===== config.mk =====
export PLATFORM = sky130hd
export DESIGN_NAME = fifo_wr_arb
export DESIGN_NICKNAME = d
export VERILOG_FILES = /design/src/rtl/fifo_arb_pkg.sv /design/src/rtl/rr_pick.sv /design/src/rtl/fifo_wr_arb.sv
export SDC_FILE = /design/constraint.sdc
export NUM_CORES = 1
export LEC_CHECK = 0
export BUFFER_PORTS_ARGS = -buffer_cell sky130_fd_sc_hd__buf_2
export CAP_MARGIN = 30
export CORE_MARGIN = 4
export CORE_UTILIZATION = 38
export DETAILED_ROUTE_END_ITERATION = 6
export PLACE_DENSITY = 0.76
export SLEW_MARGIN = 20
export SYNTH_ARGS = -nofsm -noshare
export SYNTH_HDL_FRONTEND = slang
export SYNTH_HIERARCHICAL = 1
export SYNTH_SLANG_ARGS = --single-unit
export TNS_END_PERCENT = 20

===== constraint.sdc =====
create_clock -name clk -period 2.2 [get_ports clk]
set_input_delay 0.33 -clock clk [delete_from_list [all_inputs] [get_ports clk]]
set_output_delay 0.33 -clock clk [all_outputs]
set_load 0.01 [all_outputs]

===== src/rtl/fifo_arb_pkg.sv =====
// Shared types and default sizing for the FIFO write arbiter.
package fifo_arb_pkg;

    typedef enum logic {
        IDLE = 1'b0,
        OWN  = 1'b1
    } arb_state_e;

    localparam int unsigned DEF_NUM_REQ    = 4;
    localparam int unsigned DEF_FIFO_WIDTH = 8;
    localparam int unsigned DEF_MAX_BURST  = 4;

endpackage


===== src/rtl/rr_pick.sv =====
// Combinational round-robin priority encoder: first set bit of req at or after start, wrapping.
module rr_pick #(
    parameter  int unsigned N  = 4,
    localparam int unsigned IW = $clog2(N)
) (
    input  logic [N-1:0]  req,
    input  logic [IW-1:0] start,
    output logic [IW-1:0] winner,
    output logic          found
);

    int idx;

    // Walk from the farthest offset back to start so the nearest requester is written last.
    always_comb begin
        winner = '0;
        found  = 1'b0;
        idx    = 0;
        for (int k = int'(N) - 1; k >= 0; k--) begin
            idx = int'(start) + k;
            if (idx >= int'(N)) begin
                idx = idx - int'(N);
            end
            if (req[idx]) begin
                winner = IW'(idx);
                found  = 1'b1;
            end
        end
    end

endmodule


===== src/rtl/fifo_wr_arb.sv =====
// Round-robin burst arbiter feeding one shared FIFO write port; FIFO_ARB_STATS_EN adds per-requester beat counters.
// Latency: ownership is granted one cycle after a request in IDLE; beats pass to the FIFO combinationally.
// Backpressure: fifo_full gates req_ready and freezes burst count and ownership.
module fifo_wr_arb
    import fifo_arb_pkg::*;
#(
    parameter  int unsigned NUM_REQ    = DEF_NUM_REQ,
    parameter  int unsigned FIFO_WIDTH = DEF_FIFO_WIDTH,
    parameter  int unsigned MAX_BURST  = DEF_MAX_BURST,
    localparam int unsigned IW         = $clog2(NUM_REQ),
    localparam int unsigned BW         = $clog2(MAX_BURST + 1)
) (
    input  logic                                clk,
    input  logic                                rstN,
    input  logic [NUM_REQ-1:0]                  req_valid,
    input  logic [NUM_REQ-1:0][FIFO_WIDTH-1:0]  req_data,
    output logic [NUM_REQ-1:0]                  req_ready,
    input  logic                                fifo_full,
    output logic                                fifo_wr_en,
    output logic [FIFO_WIDTH-1:0]               fifo_data,
    output logic [IW-1:0]                       grant_id,
`ifdef FIFO_ARB_STATS_EN
    input  logic [IW-1:0]                       stat_sel,
    output logic [15:0]                         stat_cnt,
`endif
    output logic                                busy
);

    arb_state_e    state_q;
    logic [IW-1:0] grant_q;
    logic [IW-1:0] last_q;
    logic [BW-1:0] burst_q;

    logic          own;
    logic [IW-1:0] pick_base;
    logic [IW-1:0] pick_start;
    logic [IW-1:0] pick_id;
    logic          pick_found;
    logic          last_beat;
    logic          release_own;

    assign own = (state_q == OWN);

    always_comb begin
        req_ready = '0;
        if (own && !fifo_full) begin
            req_ready[grant_q] = 1'b1;
        end
    end

    assign fifo_wr_en = req_valid[grant_q] & req_ready[grant_q];
    assign fifo_data  = own ? req_data[grant_q] : '0;
    assign grant_id   = grant_q;
    assign busy       = own;

    // Search resumes after the current owner when rotating, after the previous owner from IDLE.
    assign pick_base  = own ? grant_q : last_q;
    assign pick_start = (pick_base == IW'(NUM_REQ - 1)) ? '0 : pick_base + 1'b1;

    rr_pick #(
        .N(NUM_REQ)
    ) u_rr_pick (
        .req    (req_valid),
        .start  (pick_start),
        .winner (pick_id),
        .found  (pick_found)
    );

    assign last_beat   = fifo_wr_en && (burst_q == BW'(MAX_BURST - 1));
    assign release_own = own && (!req_valid[grant_q] || last_beat);

    always_ff @(posedge clk or negedge rstN) begin
        if (!rstN) begin
            state_q <= IDLE;
            grant_q <= '0;
            last_q  <= IW'(NUM_REQ - 1);
            burst_q <= '0;
        end else begin
            case (state_q)
                IDLE: begin
                    if (pick_found) begin
                        state_q <= OWN;
                        grant_q <= pick_id;
                        burst_q <= '0;
                    end
                end
                OWN: begin
                    if (release_own) begin
                        last_q  <= grant_q;
                        burst_q <= '0;
                        if (pick_found) begin
                            grant_q <= pick_id;
                        end else begin
                            state_q <= IDLE;
                        end
                    end else if (fifo_wr_en) begin
                        burst_q <= burst_q + 1'b1;
                    end
                end
                default: state_q <= IDLE;
            endcase
        end
    end

`ifdef FIFO_ARB_STATS_EN
    logic [NUM_REQ-1:0][15:0] stat_q;

    always_ff @(posedge clk or negedge rstN) begin
        if (!rstN) begin
            stat_q <= '0;
        end else if (fifo_wr_en && (stat_q[grant_q] != 16'hFFFF)) begin
            stat_q[grant_q] <= stat_q[grant_q] + 1'b1;
        end
    end

    assign stat_cnt = stat_q[stat_sel];
`endif

endmodule


=== After elaboration in Yosys (flattened, before gate mapping) ===
Index checks and enable logic that the tools add are counted.

* $add $sub $neg: 9
* Order comparisons: 10
* Eq/ne operators: 5
* Multiplexer cells: 46
* Bitwise gates (word level): 2
* Reduce and logical (&&, ||, !) cells: 9

{| class="wikitable"
|+ Operators with widths
! cell !! count
|-
| $lt A32 B4 Y1 const B || 4
|-
| $mux W32 || 4
|-
| $ge A32 B4 Y1 const B || 3
|-
| $sub A32 B4 Y32 const B || 3
|-
| $mux W1 || 17
|-
| $bmux W8 S2 || 1
|-
| $mux W2 || 8
|-
| $mux W8 || 2
|-
| $bmux W1 S2 || 6
|-
| $mux W3 || 3
|-
| $add A2 B2 Y3 const B || 2
|-
| $pmux W3 S2 || 1
|-
| $logic_and A1 B1 Y1 || 4
|-
| $mux W4 || 1
|-
| $pmux W2 S2 || 1
|-
| $reduce_and A2 Y1 || 2
|-
| $sub A2 B3 Y4 const B || 1
|-
| $add A2 B1 Y3 const B || 1
|-
| $add A3 B1 Y3 const B || 1
|-
| $eq A3 B2 Y1 const B || 1
|-
| $ge A2 B3 Y1 const B || 1
|-
| $lt A2 B3 Y1 const B || 1
|-
| $ne A3 B2 Y1 const B || 1
|-
| $add A2 B1 Y2 const B || 1
|-
| 10 further kinds || 11
|}

* Register bits: 8
* Input port bits: 39
* Output and inout bits: 16
* Word-level logic and storage cells: 85

=== Longest topological paths before layout ===
Gate-level depths: netlist (run 1).

* Depth in word-level cells: 16
* Gate-level depth with buffers: 8
* Mapped depth without buffers: 6

=== Cells and area by module ===
The synthesis (run 1) kept the hierarchy.

{| class="wikitable"
|+ By module, submodules not included
! module !! times used !! cells an instance !! area an instance (µm²) !! seq. area each (µm²)
|-
| fifo_wr_arb || 1 || 66 || 772.0 || 202.7
|-
| rr_pick || 1 || 13 || 77.6 || 0.0
|}

=== Worst setup path before layout (run 1) ===
No wires, ideal clock.

* Kind: register to register
* From: register state_q (netlist: busy)
* To: register grant_q[1] (netlist: grant_id[1])
* Library setup time: 0.128 ns
* Data arrival time: 2.046 ns
* Data required time: 2.072 ns
* Path slack: 0.026 ns
* Stages on the path, launching flop included: 9
* Buffers on the path: 2
* Period minus slack after synthesis: 2.174 ns
* Cell sequence: dfrtp_1 -> clkbuf_1 -> clkbuf_1 -> mux2i_1 -> xor2_1 -> nor3b_1 -> a211oi_1 -> nor2_1 -> mux2_1

* Cells in the longest elaborated chain, start to end: 16
* Elaborated cells between the ends (all ways): 52
* Those cells by class: 8 x add/sub; 4 x order compare; 2 x eq/ne; 32 x mux; 2 x bitwise; 4 x reduce/logical

{| class="wikitable"
|+ Ends and longest elaborated chain
! element !! RTL line !! RTL
|-
| from (decl) || fifo_wr_arb.sv:29 || <nowiki>arb_state_e state_q;</nowiki>
|-
| from (signal assigned) || fifo_wr_arb.sv:74 || <nowiki>state_q <= IDLE;</nowiki>
|-
| from (signal assigned) || fifo_wr_arb.sv:82 || <nowiki>state_q <= OWN;</nowiki>
|-
| from (signal assigned) || fifo_wr_arb.sv:94 || <nowiki>state_q <= IDLE;</nowiki>
|-
| $mux W2 * || fifo_wr_arb.sv:57 || <nowiki>assign pick_base = own ? grant_q : last_q;</nowiki>
|-
| $add A2 B1 Y2 or $eq A2 B2 Y1 (tied branches) || fifo_wr_arb.sv:58 || <nowiki>assign pick_start = (pick_base == IW'(NUM_REQ - 1)) ? '0 : pick_base + 1'b1;</nowiki>
|-
| $mux W2 * || fifo_wr_arb.sv:58 ||
|-
| named net pick_start[1] || fifo_wr_arb.sv:36 || <nowiki>logic [IW-1:0] pick_start;</nowiki>
|-
| $add A2 B2 Y3 || rr_pick.sv:20 || <nowiki>idx = int'(start) + k;</nowiki>
|-
| $sub A32 B4 Y32 or $ge A32 B4 Y1 (tied branches) || rr_pick.sv:22, rr_pick.sv:21 ||
|-
| $mux W32 || rr_pick.sv:21 || <nowiki>if (idx >= int'(N)) begin</nowiki>
|-
| $bmux W1 S2 || rr_pick.sv:24 || <nowiki>if (req[idx]) begin</nowiki>
|-
| $mux W1 (not written as such) (2 in series) || rr_pick.sv:24 ||
|-
| $mux W2 (3 in series) || rr_pick.sv:24 ||
|-
| $mux W2 * || rr_pick.sv:24 ||
|-
| named net pick_id[1] || fifo_wr_arb.sv:37 || <nowiki>logic [IW-1:0] pick_id;</nowiki>
|-
| $mux W2 * || fifo_wr_arb.sv:81, fifo_wr_arb.sv:91 ||
|-
| $mux W2 || fifo_wr_arb.sv:88 || <nowiki>if (release_own) begin</nowiki>
|-
| $pmux W2 S2 * || fifo_wr_arb.sv:79 || <nowiki>case (state_q)</nowiki>
|-
| to (signal assigned) || fifo_wr_arb.sv:83 || <nowiki>grant_q <= pick_id;</nowiki>
|-
| to (signal assigned) || fifo_wr_arb.sv:92 || <nowiki>grant_q <= pick_id;</nowiki>
|-
| to (decl) || fifo_wr_arb.sv:30 || <nowiki>logic [IW-1:0] grant_q;</nowiki>
|}

Mark *: on every way through the listed nets, which the timed path passes. The rest lies on a longest branch. The select of a mux whose other input is x is not followed.
A chain may end at the register's enable or synchronous reset.

=== Worst setup path in the final report (run 1) ===
* From: register grant_q[0] (netlist: grant_id[0])
* To: output port fifo_data[4]

* Cells in the longest elaborated chain, start to end: 3

{| class="wikitable"
|+ Ends and longest elaborated chain
! element !! RTL line !! RTL
|-
| $bmux W8 S2 || fifo_wr_arb.sv:52 || <nowiki>assign fifo_data = own ? req_data[grant_q] : '0;</nowiki>
|-
| $mux W8 (not written as such) || fifo_wr_arb.sv:52 ||
|-
| $mux W8 || fifo_wr_arb.sv:52 ||
|-
| to (decl) || fifo_wr_arb.sv:20 || <nowiki>output logic [FIFO_WIDTH-1:0] fifo_data,</nowiki>
|}

Every way passes these cells. The select of a mux whose other input is x is not followed.

==> out/qor.csv, run 1 <==
metric;value;unit
grt_pass1_vias;945;
power_density;1150;nW/um2
path_clk_slew;0.06;ns
root_buffer;clkbuf_4;
grt_antenna_before_repair;0;
ys_types;30;
synth_edf_count;0;
tns;0;ns
maxCapViolCount;0;
synth-main-ff-cell;dfrtp_1;
drt_iter0_drc;25;
die_h;55.3;um
htreeDepth;1;
die_x;55.3;um
final_common_cell;buf_2;
cts_sinks;8;
dp_hpwl;2.02;mm
drt-total-wl;2.42;mm
crit_start;grant_id[0];
clockBufferDepth;2;
layoutNonFillerInstCount;163;
finalMaxSlewViolations;0;
reg2reg_depth;6;
fin_crit;2.04;ns
whs;0.430;ns
grt_pass1_wl;4.11;mm
synthArstFlopShare;100;%
boundaryPins;55;
reg2reg_to;grant_id[1];
grtUsageMet1;17.5;%
area_delta_synth_final;40.4;%
drive_gt1_share;58.8;%
relSlewSlack;67.3;%
status;completed;
synthCells;79;
power.leakage;0.589;nW
finalCritPeriodShare;92.8;%
slowest_delay;0.50;ns
nets;178;
viasPerCell;5.34;
r2r-start;grant_id[0];
busiest_layer;met2;
r2r_slack;0.23;ns
syn_area;850;um2
crit_chain;buf_6 > mux4_2 > and2_1 > buf_2;
initial_core_util;41.6;%
yosysSeqAreaShare;23.9;%
dpl_worst_slack;0.262;ns
synth_nets;120;
grt_usage;16.5;%
cp.required;1.87;ns
avgRoutedWirePerCell;14.8;um
start_kind;flip-flop;
vias;870;
finalSetupViolations;0;
io_buffers;54;
cp-end-kind;output port;
p_total;1.37;mW
crit_slowest_cell;mux4_2;
met2_usage;28.9;%
finalHoldViolCount;0;
synth_seq_cells;8;
fmax;0.490;GHz
place_congestion;0.806;
worst-endpoint-arrival;1.71;ns
cts_setup_buffers;0;
clock_skew;0.0152;ns
crit_path_max_fanout;10;
clk_latency;0.26;ns
cp-endpoint;fifo_data[4];
fp-row-count;16;
final_cell_mix;buf_2, mux4_2, and2_1;
grt_setup_unrepaired;false;
synth_warnings;6;
core_area;2040;um2
peakVddDrop;0.000599;V
grt_max_degree;19;
dp_cells;158;
drc;0;
path_delay_family;multiplexers;
numCtsBuffers;3;
die_area;3060;um2
diodes;0;
syn_avg_cell_area;10.8;um2
grt_use_met3;6.53;%
overflow;0;
hold_class;input port to async pin;
crit_type;flip-flop to output port;
cts_tree;done;
worst-path-stages;4;
tightest_slew;0.491;ns
layout_setup_ws;0.159;ns
path_buf_inv;2;
first_pass_iters;4;
ant_nets;0;
## sequential cells by signal, indices dropped and copies added (netlist names)
signal,flops
burst_q,3
busy,1
last_q,2
grant_id,2
## stage by stage
stage	area (um2)	utilization (%)
finish	1190	58.4
CTS	1190	58.1
global route	1190	58.4
global placement	1150	56.4
floorplan	850	-
detailed placement	1150	56.4
## cell type report
class | instances | area (um2)
clock buffer | 4 | 26.3
fill | 195 | 850
inverter | 4 | 15.0
timing repair buffer | 59 | 314
multi-input combinational | 61 | 599
sequential | 8 | 204
tap | 27 | 33.8
## worst min path at each step
stage / start / to / slack (ns) / cells past startpoint
finish: rstN / burst_q[2] / 0.43 / 2
global route: rstN / busy / 0.45 / 2
CTS: rstN / grant_id[0] / 0.43 / 2
detailed placement: rstN / burst_q[2] / 0.18 / 1
global placement: rstN / burst_q[1] / 0.17 / 1
floorplan: rstN / burst_q[0] / 0.03 / 0
## timing repair
action,4_1_cts,5_1_grt
setup endpoints to repair,0,8
resized for setup,0,2
hold endpoints to repair,6,0
hold buffers,1,0
## synthesized netlist by cell type, types with 2 or more instances
| cell type | count | area (um2) |
|---|---|---|
| dfrtp_1 | 6 | 150 |
| mux2i_1 | 4 | 40.0 |
| buf_2 | 2 | 10.0 |
| mux4_2 | 9 | 203 |
| nor2_1 | 6 | 22.5 |
| clkbuf_1 | 2 | 7.51 |
| mux2_2 | 4 | 45.0 |
| nand2b_1 | 3 | 18.8 |
| mux2_1 | 2 | 22.5 |
| ha_1 | 2 | 25.0 |
| nor3b_1 | 2 | 15.0 |
| o22ai_1 | 2 | 12.5 |
| and2_1 | 9 | 56.3 |
| and3_1 | 2 | 12.5 |
| dfstp_2 | 2 | 52.6 |
| and3b_1 | 2 | 17.5 |
| nand2_1 | 4 | 15.0 |
| inv_1 | 4 | 15.0 |
## where the power goes
| part | internal, mW | switching (mW) | leakage (nW) | total [mW] |
|---|---|---|---|---|
| combinational | 0.533 | 0.444 | 0.481 | 0.977 |
| sequential | 0.220 | 0.0495 | 0.0933 | 0.269 |
| clock | 0.0694 | 0.0512 | 0.0150 | 0.121 |
| total | 0.822 | 0.545 | 0.589 | 1.37 |
## logic make-up (layout without fill, tap and decap cells)
family | count (synthesis) | count (layout) | synth area share, %
and+or+nand+nor | 31 | 31 | 20.8
muxes | 19 | 19 | 36.5
buffers and inverters | 10 | 67 | 5.60
AOI/OAI and AO/OA | 8 | 8 | 9.28
DFF | 8 | 8 | 23.9
adders and majority gates | 2 | 2 | 2.95
xor gates and xnor gates | 1 | 1 | 1.03
## layer usage
metal | vias up | routed length [um] | share of wire (%)
met5 | - | 0 | 0
met4 | 0 | 35 | 1.4
met3 | 5 | 273 | 11
met2 | 49 | 1230 | 51
met1 | 408 | 885 | 37
li1 | 408 | - | -
Note: power is estimated with default switching activity, not from simulation.
==> run 2, diff against run 1 <==
CELL_PAD_IN_SITES_DETAIL_PLACEMENT = 1   (was unset)
CELL_PAD_IN_SITES_GLOBAL_PLACEMENT = 2   (was unset)
CORE_UTILIZATION = 21   (was 38)
GPL_TIMING_DRIVEN = 1   (was unset)
PLACE_DENSITY = unset   (was 0.76)
PLACE_DENSITY_LB_ADDON = 0.1   (was unset)
SYNTH_HIERARCHICAL = unset   (was 1)
==> run 2 against run 1 <==
  * Via count up 1.8%
  * Core utilization down 27 points
  * Register-to-register slack better by 0.06 ns
  * Critical endpoint is now fifo_data[6]
  * Clock-buffer cell count unchanged
  * Combinational power down 11%
  * Largest cell class unchanged
  * Sequential cell count unchanged
  * Die area up 75%
==> out/qor.csv, run 2 <==
metric;value;unit
status;completed;
slowest_delay;0.55;ns
avgRoutedWirePerCell;15.7;um
tightest_slew;0.662;ns
finalHoldViolCount;0;
wl_met1;1.29;mm
synthArstFlopShare;100;%
synth.largest_area_cell;mux4_1;
cts_tree;done;
io_buffers;54;
grt_antenna_before_repair;0;
crit_type;flip-flop to output port;
power.internal;848;uW
relSlewSlack;55.9;%
synth_area_leaders;mux4_1, dfrtp_1, mux2_2;
drc;0;
layout_setup_ws;0.118;ns
worst-endpoint-arrival;1.75;ns
syn_area;891;um2
core_area;4060;um2
synth_top_area_share;17.7;%
viasPerCell;4.71;
reg2reg_depth;5;
finalSetupViolations;0;
fin_crit;2.08;ns
htreeDepth;1;
synth_seq_cells;8;
drt_iter0_drc;18;
numCtsBuffers;3;
initial_core_util;22.0;%
area_delta_synth_final;43.1;%
r2r_slack;0.29;ns
p_total;1.39;mW
dpl_worst_slack;0.288;ns
cp.required;1.87;ns
yosysSeqAreaShare;22.8;%
drive_gt1_share;54.3;%
power_density;1090;nW/um2
placed_cell_area;1220;um2
cts_sinks;8;
drt-total-wl;2.96;mm
path_clk_slew;0.05;ns
synth_edf_count;0;
synth_common_cells;and2_1, dfrtp_1, mux4_1;
syn_avg_cell_area;11.0;um2
first_pass_iters;4;
largest_reg_flops;3;
finish.utilization;31.4;%
power_frac_comb;62.8;%
cp-end-kind;output port;
die_x;73.1;um
layoutNonFillerInstCount;188;
synth_nets;122;
finalMaxSlewViolations;0;
reg2reg_to;burst_q[1];
root_buffer;clkbuf_8;
switching_share;38.8;%
grt_pass1_wl;4.62;mm
die_h;73.1;um
die_area;5350;um2
synth-main-ff-cell;dfrtp_1;
hold_class;input port to flip-flop;
nets;180;
vias;886;
power.switching;539;uW
crit_start;grant_id[0];
design_area;1270;um2
pwr-share-clk;13.6;%
maxCapViolCount;0;
r2r-start;grant_id[0];
clock_skew;0.00160;ns
postCtsHoldBufs;1;
power.leakage;0.626;nW
tns;0;ns
fp-row-count;23;
grt_setup_unrepaired;false;
hold_depth;2;
dr.max_layer_used;met4;
final_common_cell;buf_2;
boundaryPins;55;
dp_cells;183;
ctsResizeCount;0;
grt_pass1_vias;910;
crit_slowest_cell;mux4_1;
yosysMostFrequentCell;and2_1;
clk_latency;0.23;ns
fmax;0.480;GHz
top_register;burst_q;
synth_warnings;0;
crit_chain;buf_4 > mux4_1 > and2_1 > buf_2;
pwr-share-seq;23.5;%
ant_nets;0;
cp-endpoint;fifo_data[6];
route.met2.wl;1.39;mm
crit_path_max_fanout;9;
dr_wl_met3;259;um
whs;0.397;ns
overflow;0;
finalCritPeriodShare;94.7;%
peakVddDrop;0.000426;V
grt_max_degree;21;
grt_usage;11.2;%
ys_types;38;
final_cell_mix;buf_2, and2_1, mux4_1, dfrtp_1;
diodes;0;
fill_cells;499;
cts_setup_buffers;0;
clockBufferDepth;2;
start_kind;flip-flop;
place_congestion;0.751;
synthCells;81;
dp_hpwl;2.44;mm
## run 2: per-layer routing
layer	up-vias	global-route usage (%)
met5	-	0
met4	0	3.07
met3	2	2.20
met2	38	19.1
met1	416	14.2
li1	430	-
## run 2: kinds of logic (layout without fill, tap and decap cells)
logic type,count (synthesis),after routing,share of synthesized area [%]
buffers and inverters,9,66,5.05
adder cells (fa/ha/maj),2,2,2.81
AO/OA/AOI/OAI,11,11,10.4
multiplexers,19,19,36.7
AND/OR/NAND/NOR,32,32,22.3
flip-flops,8,8,22.8
## run 2: layout make-up
cell class              count  area (um2)  area share, %
flip-flops and latches      8         203           15.9
well taps                  50        62.6           4.91
repair buffers             59         310           24.3
inverters                   3        11.3          0.883
clock buffers               4        45.0           3.53
multi-input cells          64         643           50.4
## run 2: worst min-delay path by stage
stage,startpoint,endpoint
2_1_floorplan,rstN,burst_q[0]
3_3_place_gp,rstN,burst_q[1]
3_5_place_dp,rstN,grant_id[1]
4_1_cts,req_valid[0],busy
5_1_grt,req_valid[0],busy
6_report,req_valid[0],busy
## run 2: power groups by stage
| stage | clock network [mW] | logic (mW) | registers (mW) |
|---|---|---|---|
| after CTS | 0.197 | 0.892 | 0.331 |
| after global placement | 0 | 0.879 | 0.329 |
| after floorplan | 0 | 0.668 | 0.265 |
| after global routing | 0.207 | 0.970 | 0.343 |
| after detailed placement | 0 | 0.888 | 0.333 |
| final | 0.189 | 0.872 | 0.326 |
## run 2: worst max-delay path: cells and delay by family (launching register included)
kind | cells | cell delay, ns
buffers and inverters | 2 | 0.35
flip-flops | 1 | 0.45
multiplexers | 1 | 0.55
AND/OR/NAND/NOR | 1 | 0.17
